[src/rtl/loader_pkg.sv]
// Shared types and constants for the program loader.
//   loader_state_t : loader FSM states
//   BYTES_PER_WORD : bytes packed into one instruction word
//   BYTE_CNT_W     : width of the byte-within-word counter
//   WORD_W         : width of an assembled word
package loader_pkg;

  typedef enum logic [1:0] {
    IDLE,
    RECV,
    WRITE,
    DONE
  } loader_state_t;

  localparam int unsigned BYTES_PER_WORD = 4;
  localparam int unsigned BYTE_CNT_W     = 2;
  localparam int unsigned WORD_W         = BYTES_PER_WORD * 8;

endpackage

[src/rtl/byte_packer.sv]
// Little-endian byte-to-word packer.
//   clk, rst          : clock, asynchronous active-high reset
//   load_i            : accept byte_i into the next byte lane
//   clear_i           : restart assembly at lane 0 (wins over load_i)
//   byte_i            : incoming byte
//   word_o            : assembly register with the current byte merged in when load_i is high
//   word_complete_o   : load_i is filling the last lane of the word
module byte_packer
  import loader_pkg::*;
(
  input  logic              clk,
  input  logic              rst,
  input  logic              load_i,
  input  logic              clear_i,
  input  logic [7:0]        byte_i,
  output logic [WORD_W-1:0] word_o,
  output logic              word_complete_o
);

  logic [BYTE_CNT_W-1:0] cnt_q, cnt_d;
  logic [WORD_W-1:0]     asm_q, asm_d;

  always_comb begin
    word_o = asm_q;
    if (load_i) begin
      word_o[{cnt_q, 3'b000} +: 8] = byte_i;
    end
    word_complete_o = load_i && (cnt_q == BYTE_CNT_W'(BYTES_PER_WORD - 1));

    cnt_d = cnt_q;
    asm_d = asm_q;
    if (clear_i) begin
      cnt_d = '0;
      asm_d = '0;
    end else if (load_i) begin
      // Counter wraps to 0 after the last lane.
      cnt_d = cnt_q + 1'b1;
      asm_d = word_o;
    end
  end

  always_ff @(posedge clk or posedge rst) begin
    if (rst) begin
      cnt_q <= '0;
      asm_q <= '0;
    end else begin
      cnt_q <= cnt_d;
      asm_q <= asm_d;
    end
  end

endmodule

[src/rtl/program_loader.sv]
// Streams a byte program into instruction memory, holding the pipeline in reset meanwhile.
//   clk, rst      : clock, asynchronous active-high reset
//   start         : request a load (sampled only in IDLE)
//   word_count    : words to load, latched on an accepted start
//   byte_valid/byte_data/byte_ready : byte stream handshake
//   mem_wr_en/mem_wr_adr/mem_wr_data : instruction-memory write port
//   cpu_rst       : pipeline reset, high while loading
//   busy          : load in progress
//   done          : one-cycle pulse after the last word write
//   err           : sticky illegal-start flag, cleared by the next legal start
module program_loader
  import loader_pkg::*;
#(
  parameter int unsigned WIDTH     = 32,
  parameter int unsigned ADDR_W    = 11,
  parameter int unsigned MAX_WORDS = 2048
) (
  input  logic              clk,
  input  logic              rst,
  input  logic              start,
  input  logic [ADDR_W:0]   word_count,
  input  logic              byte_valid,
  input  logic [7:0]        byte_data,
  output logic              byte_ready,
  output logic              mem_wr_en,
  output logic [ADDR_W-1:0] mem_wr_adr,
  output logic [WIDTH-1:0]  mem_wr_data,
  output logic              cpu_rst,
  output logic              busy,
  output logic              done,
  output logic              err
);

  localparam logic [ADDR_W:0] MaxCount = (ADDR_W + 1)'(MAX_WORDS);

  loader_state_t     state_q, state_d;
  logic [ADDR_W:0]   count_q, count_d;
  logic [ADDR_W-1:0] idx_q, idx_d;
  logic              byte_ready_q, byte_ready_d;
  logic              mem_wr_en_q, mem_wr_en_d;
  logic [ADDR_W-1:0] mem_wr_adr_q, mem_wr_adr_d;
  logic [WIDTH-1:0]  mem_wr_data_q, mem_wr_data_d;
  logic              cpu_rst_q, cpu_rst_d;
  logic              busy_q, busy_d;
  logic              done_q, done_d;
  logic              err_q, err_d;

  logic              pk_load, pk_clear, pk_complete;
  logic [WORD_W-1:0] pk_word;
  logic              start_ok, last_word;

  assign pk_load   = (state_q == RECV) && byte_valid && byte_ready_q;
  assign start_ok  = (word_count != '0) && (word_count <= MaxCount);
  assign last_word = ({1'b0, idx_q} == (count_q - 1'b1));

  byte_packer u_packer (
    .clk             (clk),
    .rst             (rst),
    .load_i          (pk_load),
    .clear_i         (pk_clear),
    .byte_i          (byte_data),
    .word_o          (pk_word),
    .word_complete_o (pk_complete)
  );

  always_comb begin
    state_d       = state_q;
    count_d       = count_q;
    idx_d         = idx_q;
    byte_ready_d  = byte_ready_q;
    mem_wr_en_d   = 1'b0;
    mem_wr_adr_d  = mem_wr_adr_q;
    mem_wr_data_d = mem_wr_data_q;
    cpu_rst_d     = cpu_rst_q;
    busy_d        = busy_q;
    done_d        = 1'b0;
    err_d         = err_q;
    pk_clear      = 1'b0;

    case (state_q)
      IDLE: begin
        cpu_rst_d = 1'b0;
        busy_d    = 1'b0;
        if (start) begin
          if (start_ok) begin
            count_d      = word_count;
            err_d        = 1'b0;
            busy_d       = 1'b1;
            cpu_rst_d    = 1'b1;
            byte_ready_d = 1'b1;
            idx_d        = '0;
            pk_clear     = 1'b1;
            state_d      = RECV;
          end else begin
            err_d = 1'b1;
          end
        end
      end
      RECV: begin
        if (pk_complete) begin
          byte_ready_d  = 1'b0;
          mem_wr_data_d = pk_word;
          mem_wr_adr_d  = idx_q;
          mem_wr_en_d   = 1'b1;
          state_d       = WRITE;
        end
      end
      WRITE: begin
        if (last_word) begin
          done_d  = 1'b1;
          state_d = DONE;
        end else begin
          idx_d        = idx_q + 1'b1;
          pk_clear     = 1'b1;
          byte_ready_d = 1'b1;
          state_d      = RECV;
        end
      end
      DONE: begin
        busy_d    = 1'b0;
        cpu_rst_d = 1'b0;
        state_d   = IDLE;
      end
      default: state_d = IDLE;
    endcase
  end

  always_ff @(posedge clk or posedge rst) begin
    if (rst) begin
      state_q       <= IDLE;
      count_q       <= '0;
      idx_q         <= '0;
      byte_ready_q  <= 1'b0;
      mem_wr_en_q   <= 1'b0;
      mem_wr_adr_q  <= '0;
      mem_wr_data_q <= '0;
      cpu_rst_q     <= 1'b1;
      busy_q        <= 1'b0;
      done_q        <= 1'b0;
      err_q         <= 1'b0;
    end else begin
      state_q       <= state_d;
      count_q       <= count_d;
      idx_q         <= idx_d;
      byte_ready_q  <= byte_ready_d;
      mem_wr_en_q   <= mem_wr_en_d;
      mem_wr_adr_q  <= mem_wr_adr_d;
      mem_wr_data_q <= mem_wr_data_d;
      cpu_rst_q     <= cpu_rst_d;
      busy_q        <= busy_d;
      done_q        <= done_d;
      err_q         <= err_d;
    end
  end

  assign byte_ready  = byte_ready_q;
  assign mem_wr_en   = mem_wr_en_q;
  assign mem_wr_adr  = mem_wr_adr_q;
  assign mem_wr_data = mem_wr_data_q;
  assign cpu_rst     = cpu_rst_q;
  assign busy        = busy_q;
  assign done        = done_q;
  assign err         = err_q;

endmodule

[config.mk]
export PLATFORM = sky130hd
export DESIGN_NAME = program_loader
export DESIGN_NICKNAME = d
export VERILOG_FILES = /design/src/rtl/loader_pkg.sv /design/src/rtl/byte_packer.sv /design/src/rtl/program_loader.sv
export SDC_FILE = /design/constraint.sdc
export NUM_CORES = 1
export LEC_CHECK = 0
export CAP_MARGIN = 5
export CORE_ASPECT_RATIO = 1.2
export CORE_MARGIN = 1.5
export CORE_UTILIZATION = 36
export DETAILED_ROUTE_END_ITERATION = 7
export PLACE_DENSITY_LB_ADDON = 0.1
export SYNTH_ARGS = -nofsm -noshare
export SYNTH_HDL_FRONTEND = slang
export SYNTH_SLANG_ARGS = --single-unit
[constraint.sdc]
create_clock -name clk -period 4.09 [get_ports clk]
set_input_delay 0.818 -clock clk [delete_from_list [all_inputs] [get_ports clk]]
set_output_delay 0.818 -clock clk [all_outputs]
set_load 0.05 [all_outputs]
; ---- Yosys cells after proc, flatten, opt, wreduce, memory -nomap -nowiden
; Index checks and enable logic that the tools add are counted.
[totals]
ff_bits = 108
input_bits = 24
wordCells = 75
[op_classes]
n_eq_ne = 9
order_cmp = 1
n_mux = 30
reduce_logical = 16
n_addsub = 4
shift = 2
[ops]
columns = cell, count
row1 = 32-bit two-way mux, 3
row2 = 11-bit two-way mux, 3
row3 = 32-bit bitwise mux, 1
row4 = "8-bit by 7-bit variable shift with 32-bit output, first input constant", 1
row5 = 8-bit by 7-bit variable part select with 32-bit output, 1
row6 = 11-bit one-hot mux with 2 select lines, 1
row7 = 11-bit by 12-bit equality test with 1-bit output, 1
row8 = "12-bit less-or-equal comparator, second input constant", 1
row9 = 1-bit two-way mux, 12
row10 = 2-bit two-way mux, 6
row11 = 12-bit nonzero test, 1
row12 = "12-bit by 1-bit subtractor with 12-bit output, second input constant", 1
row13 = "11-bit by 1-bit adder with 11-bit output, second input constant", 1
row14 = "2-bit != test, second input constant", 4
row15 = 2-bit one-hot mux with 4 select lines, 1
row16 = 5-bit negation with 7-bit output, 1
row17 = "2-bit equality test, second input constant", 3
row18 = 3-bit AND reduction, 2
row19 = 2-bit nonzero test, 3
row20 = 5-bit AND reduction, 1
row21 = 1-bit logical AND, 4
row22 = 1-bit one-hot mux with 2 select lines, 2
row23 = 2-bit AND reduction, 2
row24 = 4-bit AND reduction, 1
row25 = other kinds (5), 5

; ---- Longest topological paths before layout
[depth]
ltp_word = 6
depth_mapped = 13
ltp_nobuf = 9

; ---- Modules after synthesis
; A second synthesis with hierarchy kept.
[hier_totals]
hier_cells = 491
area_unflattened_um2 = 5714.2
[by_module_without_submodules]
columns = module, area_per_inst_um2, cells_per_inst, instances, seq_area_each_um2
row1 = program_loader, 3560.9, 291, 1, 1853.0
row2 = byte_packer, 2153.3, 200, 1, 850.8

; ---- Least setup slack after synthesis
; Ideal clock, no wire load.
[synth_path]
kind = register to register
start = reg count_q[0]
end = reg idx_q[9]
stages_incl_launch_ff = 12
setup_ns = 0.120
t_arrival_ns = 2.789
slack_ns = 1.181
synth_period_minus_slack_ns = 2.909
cell_sequence = dfrtp_1 -> inv_1 -> ha_1 -> buf_2 -> or3b_1 -> clkbuf_1 -> a2111oi_1 -> a31oi_1 -> or4b_4 -> buf_6 -> or2_1 -> o211a_1
[synth_via]
elab_chain_len = 4
[synth_rtl]
columns = element, line_no
row1 = "start, declared", program_loader.sv:37  ; logic [ADDR_W:0] count_q, count_d;
row2 = "start signal, assigned", program_loader.sv:143  ; count_q <= count_d;
row3 = 12-bit by 1-bit subtractor with 12-bit output, program_loader.sv:54  ; assign last_word = ({1'b0, idx_q} == (count_q - 1'b1));
row4 = 11-bit by 12-bit equality test with 1-bit output, program_loader.sv:54
row5 = 2-bit != test (no line), n/a
row6 = 4-bit AND reduction (no line), n/a
row7 = "end signal, assigned", program_loader.sv:144  ; idx_q <= idx_d;
row8 = "end, declared", program_loader.sv:38  ; logic [ADDR_W-1:0] idx_q, idx_d;
; No other way between the ends.
; A chain may end at the register's enable or synchronous reset.

; ---- Final worst setup path
[layout_path]
start = reg count_q[0]
end = reg u_packer.asm_q[8]
[layout_via]
elab_chain_len = 5
elab_cells_between_ends = 6
[layout_rtl]
columns = element, line_no
row1 = 12-bit by 1-bit subtractor with 12-bit output *, program_loader.sv:54
row2 = 11-bit by 12-bit equality test with 1-bit output *, program_loader.sv:54
row3 = 1-bit two-way mux *, program_loader.sv:109  ; if (last_word) begin
row4 = 1-bit one-hot mux with 2 select lines *, program_loader.sv:80  ; case (state_q)
row5 = 32-bit two-way mux / 2-bit nonzero test (equally long branches), n/a
row6 = "end signal, assigned", byte_packer.sv:48  ; asm_q <= asm_d;
row7 = "end, declared", byte_packer.sv:21  ; logic [WORD_W-1:0] asm_q, asm_d;
; Mark *: on every way between the ends. The rest lies on a longest branch, timed or not.

==> run_results.csv <==
group,metric,value,unit
clock_tree,clockBufferDepth,2,
min_path,holdCritPathClass,"reg2reg",
placed_design,hpwl,8129,um
synthesis,yosys_warnings,0,
power,power_frac_clock,25.7,%
timing,finalMaxSlewViolations,0,
min_path,hold_depth,2,
run_status,status,"complete, no violations",
clock_tree,cts_setup_buffers,0,
worst_setup_path,cpMaxStageDelayCell,"nor4b_4",
timing,setup_violations,0,
die,pin_count,73,
die,initial_core_util,37.26,%
placed_design,numPortBuffers,72,
timing,fin_crit_sh,79.64,%
timing,timing.hold.ws,485.2,ps
clock_tree,cts_sinks,100,
placed_design,place_area,5643,um2
timing,skew,11.40,ps
timing,fmax,0.3070,GHz
worst_setup_path,r2r_end,"u_packer.asm_q[8]",
route,postRouteAntennaNets,0,
synthesis,synth_cell_type_count,55,
synthesis,synth_nets,506,
final_layout,drive_above_1_share,9.294,%
synthesis,synthArstFlopShare,100.0,%
route,met2_length,5816,um
worst_setup_path,cp_cell_sequence,"inv_1, ha_1, or3b_1, a2111oi_1, a31oi_1, nor4b_4, o22ai_2, nor2_1",
die,core_area,12780,um2
synthesis,yosys_register_bits,100,
final_layout,final_common_cell,"dfrtp_1",
final_layout,diodes,0,
placed_design,dp_cells,686,
power,pwr_density_cell,544.2,nW/um2
worst_setup_path,critPathMaxStageDelay,560,ps
job,cap_violations,0,
synthesis,syn_inst,470,
min_path,min_to,"mem_wr_data[17]",
worst_setup_path,reg2reg_slack,830,ps
clock_tree,cts_tree,"built",
worst_setup_path,critPathMaxFanout,26,
die,die_width,108.0,um
final_layout,final_cell_mix,"dfrtp_1 (99), clkdlybuf4s50_1 (72), nand2_1 (48)",
min_path,min-delay-start,"mem_wr_data[17]",
clock_tree,cts_resized,0,
timing,slew_headroom,27.91,%
route,drt-met1-wl,5000,um
grt,grt_pass1_wl,19200,um
route,drc_errors,0,
die,die_h,129.0,um
grt,grt_pass1_vias,3845,
final_layout,stdcell_count,702,
route,vias,3697,
timing,tightest_slew,1081,ps
final_layout,fin_nets,569,
clock_tree,cts-root-buf,"clkbuf_16",
power,swShare,38.59,%
worst_setup_path,start_kind,"flip-flop",
power,fin_total_pwr,3.226,mW
route,wl_met3,411,um
power,combPwrFrac,33.2,%
clock_tree,cts_htree_levels,3,
timing,hold_viol_final,0,
worst_setup_path,endpoint_kind,"flip-flop",
final_layout,fin_area,5927,um2
clock_tree,cts_buffers,9,
timing,rsz0062_at_grt,"no",
synthesis,synth_edf_count,0,
die,num_rows,45,
synthesis,netlist_area,4762,um2
synthesis,avgSynthCellArea,10.13,um2
worst_setup_path,worst_ep_required_time,4360,ps
grt,grt_max_degree,55,
worst_setup_path,worstSetupPathType,"reg2reg",
route,wl,11480,um
synthesis,synth_top_flop_cell,"dfrtp_1",
worst_setup_path,critPathLaunch,"count_q[0]",
grt,antenna_found_initial,0,
synthesis,ys_seq_area_share,52.57,%
final_layout,syn2layout_area_growth,24.46,%
timing,worst_slack,832.8,ps
power,p_leak,2.751,nW
route,via_per_inst,5.266,
die,fp.dieArea,13930,um2
grt,grt_use_total,17.93,%
placed_design,globalplace.congestion,0.8448,
timing,fin_crit,3257,ps
clock_tree,postCtsHoldBufs,0,
worst_setup_path,cp.arrival,3530,ps
timing,tns,0,ps
power,p_seq_share,41.2,%
route,dr.pass1.iters,4,
route,drtIter0Drc,170,
worst_setup_path,r2r-start,"count_q[0]",
route,wire_per_inst,16.35,um
power,p_int,1.981,mW
power,p_switching,1.245,mW
power,peakVddDrop,0.0002406,V
placed_design,dp_slack,734.7,ps
worst_setup_path,ff2ff_path_depth,8,
route,top_layer,"met4",
clock_tree,clk_latency,360,ps
grt,grt-ovfl-total,0,
final_layout,final_core_util,46.37,%
clock_tree,path_clk_slew,70,ps
## area by class of cell
| class | count | area (um2) |
|---|---|---|
| Clock inverter | 7 | 58.81 |
| Inverter | 12 | 47.55 |
| Multi-Input combinational cell | 332 | 2108 |
| Clock buffer | 9 | 225.2 |
| Sequential cell | 100 | 2504 |
| Fill cell | 1248 | 6854 |
| Timing Repair Buffer | 78 | 778.2 |
| Tap cell | 164 | 205.2 |
## state kept, by name, summed over array words and instances (netlist names), 2 cells and up
name	cells
mem_wr_data	32
u_packer.asm_q	24
count_q	12
idx_q	11
mem_wr_adr	11
state_q	2
u_packer.cnt_q	2
## cell usage after synthesis, drive strengths merged, types with 3 or more instances
| master | count | area share [%] |
|---|---|---|
| or3 | 3 | 0.39 |
| a211o | 4 | 0.74 |
| nand4 | 7 | 0.92 |
| a21o | 5 | 0.79 |
| ha | 12 | 3.2 |
| and2 | 6 | 0.79 |
| dfrtp | 99 | 52 |
| mux2 | 22 | 5.2 |
| nor4 | 7 | 0.92 |
| and3 | 37 | 4.9 |
| nand3 | 8 | 0.84 |
| a31oi | 4 | 0.53 |
| buf | 7 | 0.84 |
| nor2 | 41 | 3.2 |
| xnor2 | 10 | 1.8 |
| a22o | 8 | 1.5 |
| xor2 | 3 | 0.55 |
| inv | 12 | 0.95 |
| o211a | 3 | 0.63 |
| nand2 | 48 | 3.8 |
| nor3 | 6 | 0.63 |
| nor3b | 3 | 0.47 |
| o21ai | 29 | 3.0 |
| clkbuf | 19 | 1.5 |
| a21oi | 37 | 3.9 |
## per-layer routing
metal  GRT usage [%]  up-vias
li1                -     1794
met1           21.76     1818
met2           30.71       70
met3           3.040       15
met4           8.824        0
met5               0        -
## how the worst max path moves through the flow
stage	to	depth (start not counted)
finish	u_packer.asm_q[8]	8
global route	u_packer.asm_q[4]	8
global placement	u_packer.asm_q[5]	7
CTS	u_packer.asm_q[8]	8
floorplan	busy	1
detailed placement	u_packer.asm_q[18]	7
## critical path: cells and delay by family, from the launching register on
kind            cells  cell delay (ps)
compound gates      3             1090
fa+ha+maj           1              300
buf+inv             1               90
flops               1              430
simple gates        3             1270
## power groups by stage
stage               clock (mW)  combinational, mW  sequential, mW
CTS                      0.849               1.08            1.33
floorplan                    0              0.758            1.36
global route             0.885               1.20            1.36
finish                   0.828               1.07            1.33
global placement             0               1.06            1.35
detailed placement           0               1.08            1.35
## kinds of logic (layout without fill, tap and decap cells)
kind of cell	Yosys count	in the layout	share of synthesized area, %
simple gates	178	178	19.26
fa+ha+maj	12	12	3.153
flops	100	100	52.58
xor+xnor	13	13	2.391
buf+inv	38	106	3.284
compound gates	106	106	13.93
mux	23	23	5.413
Power figures use the tool's default switching activity.
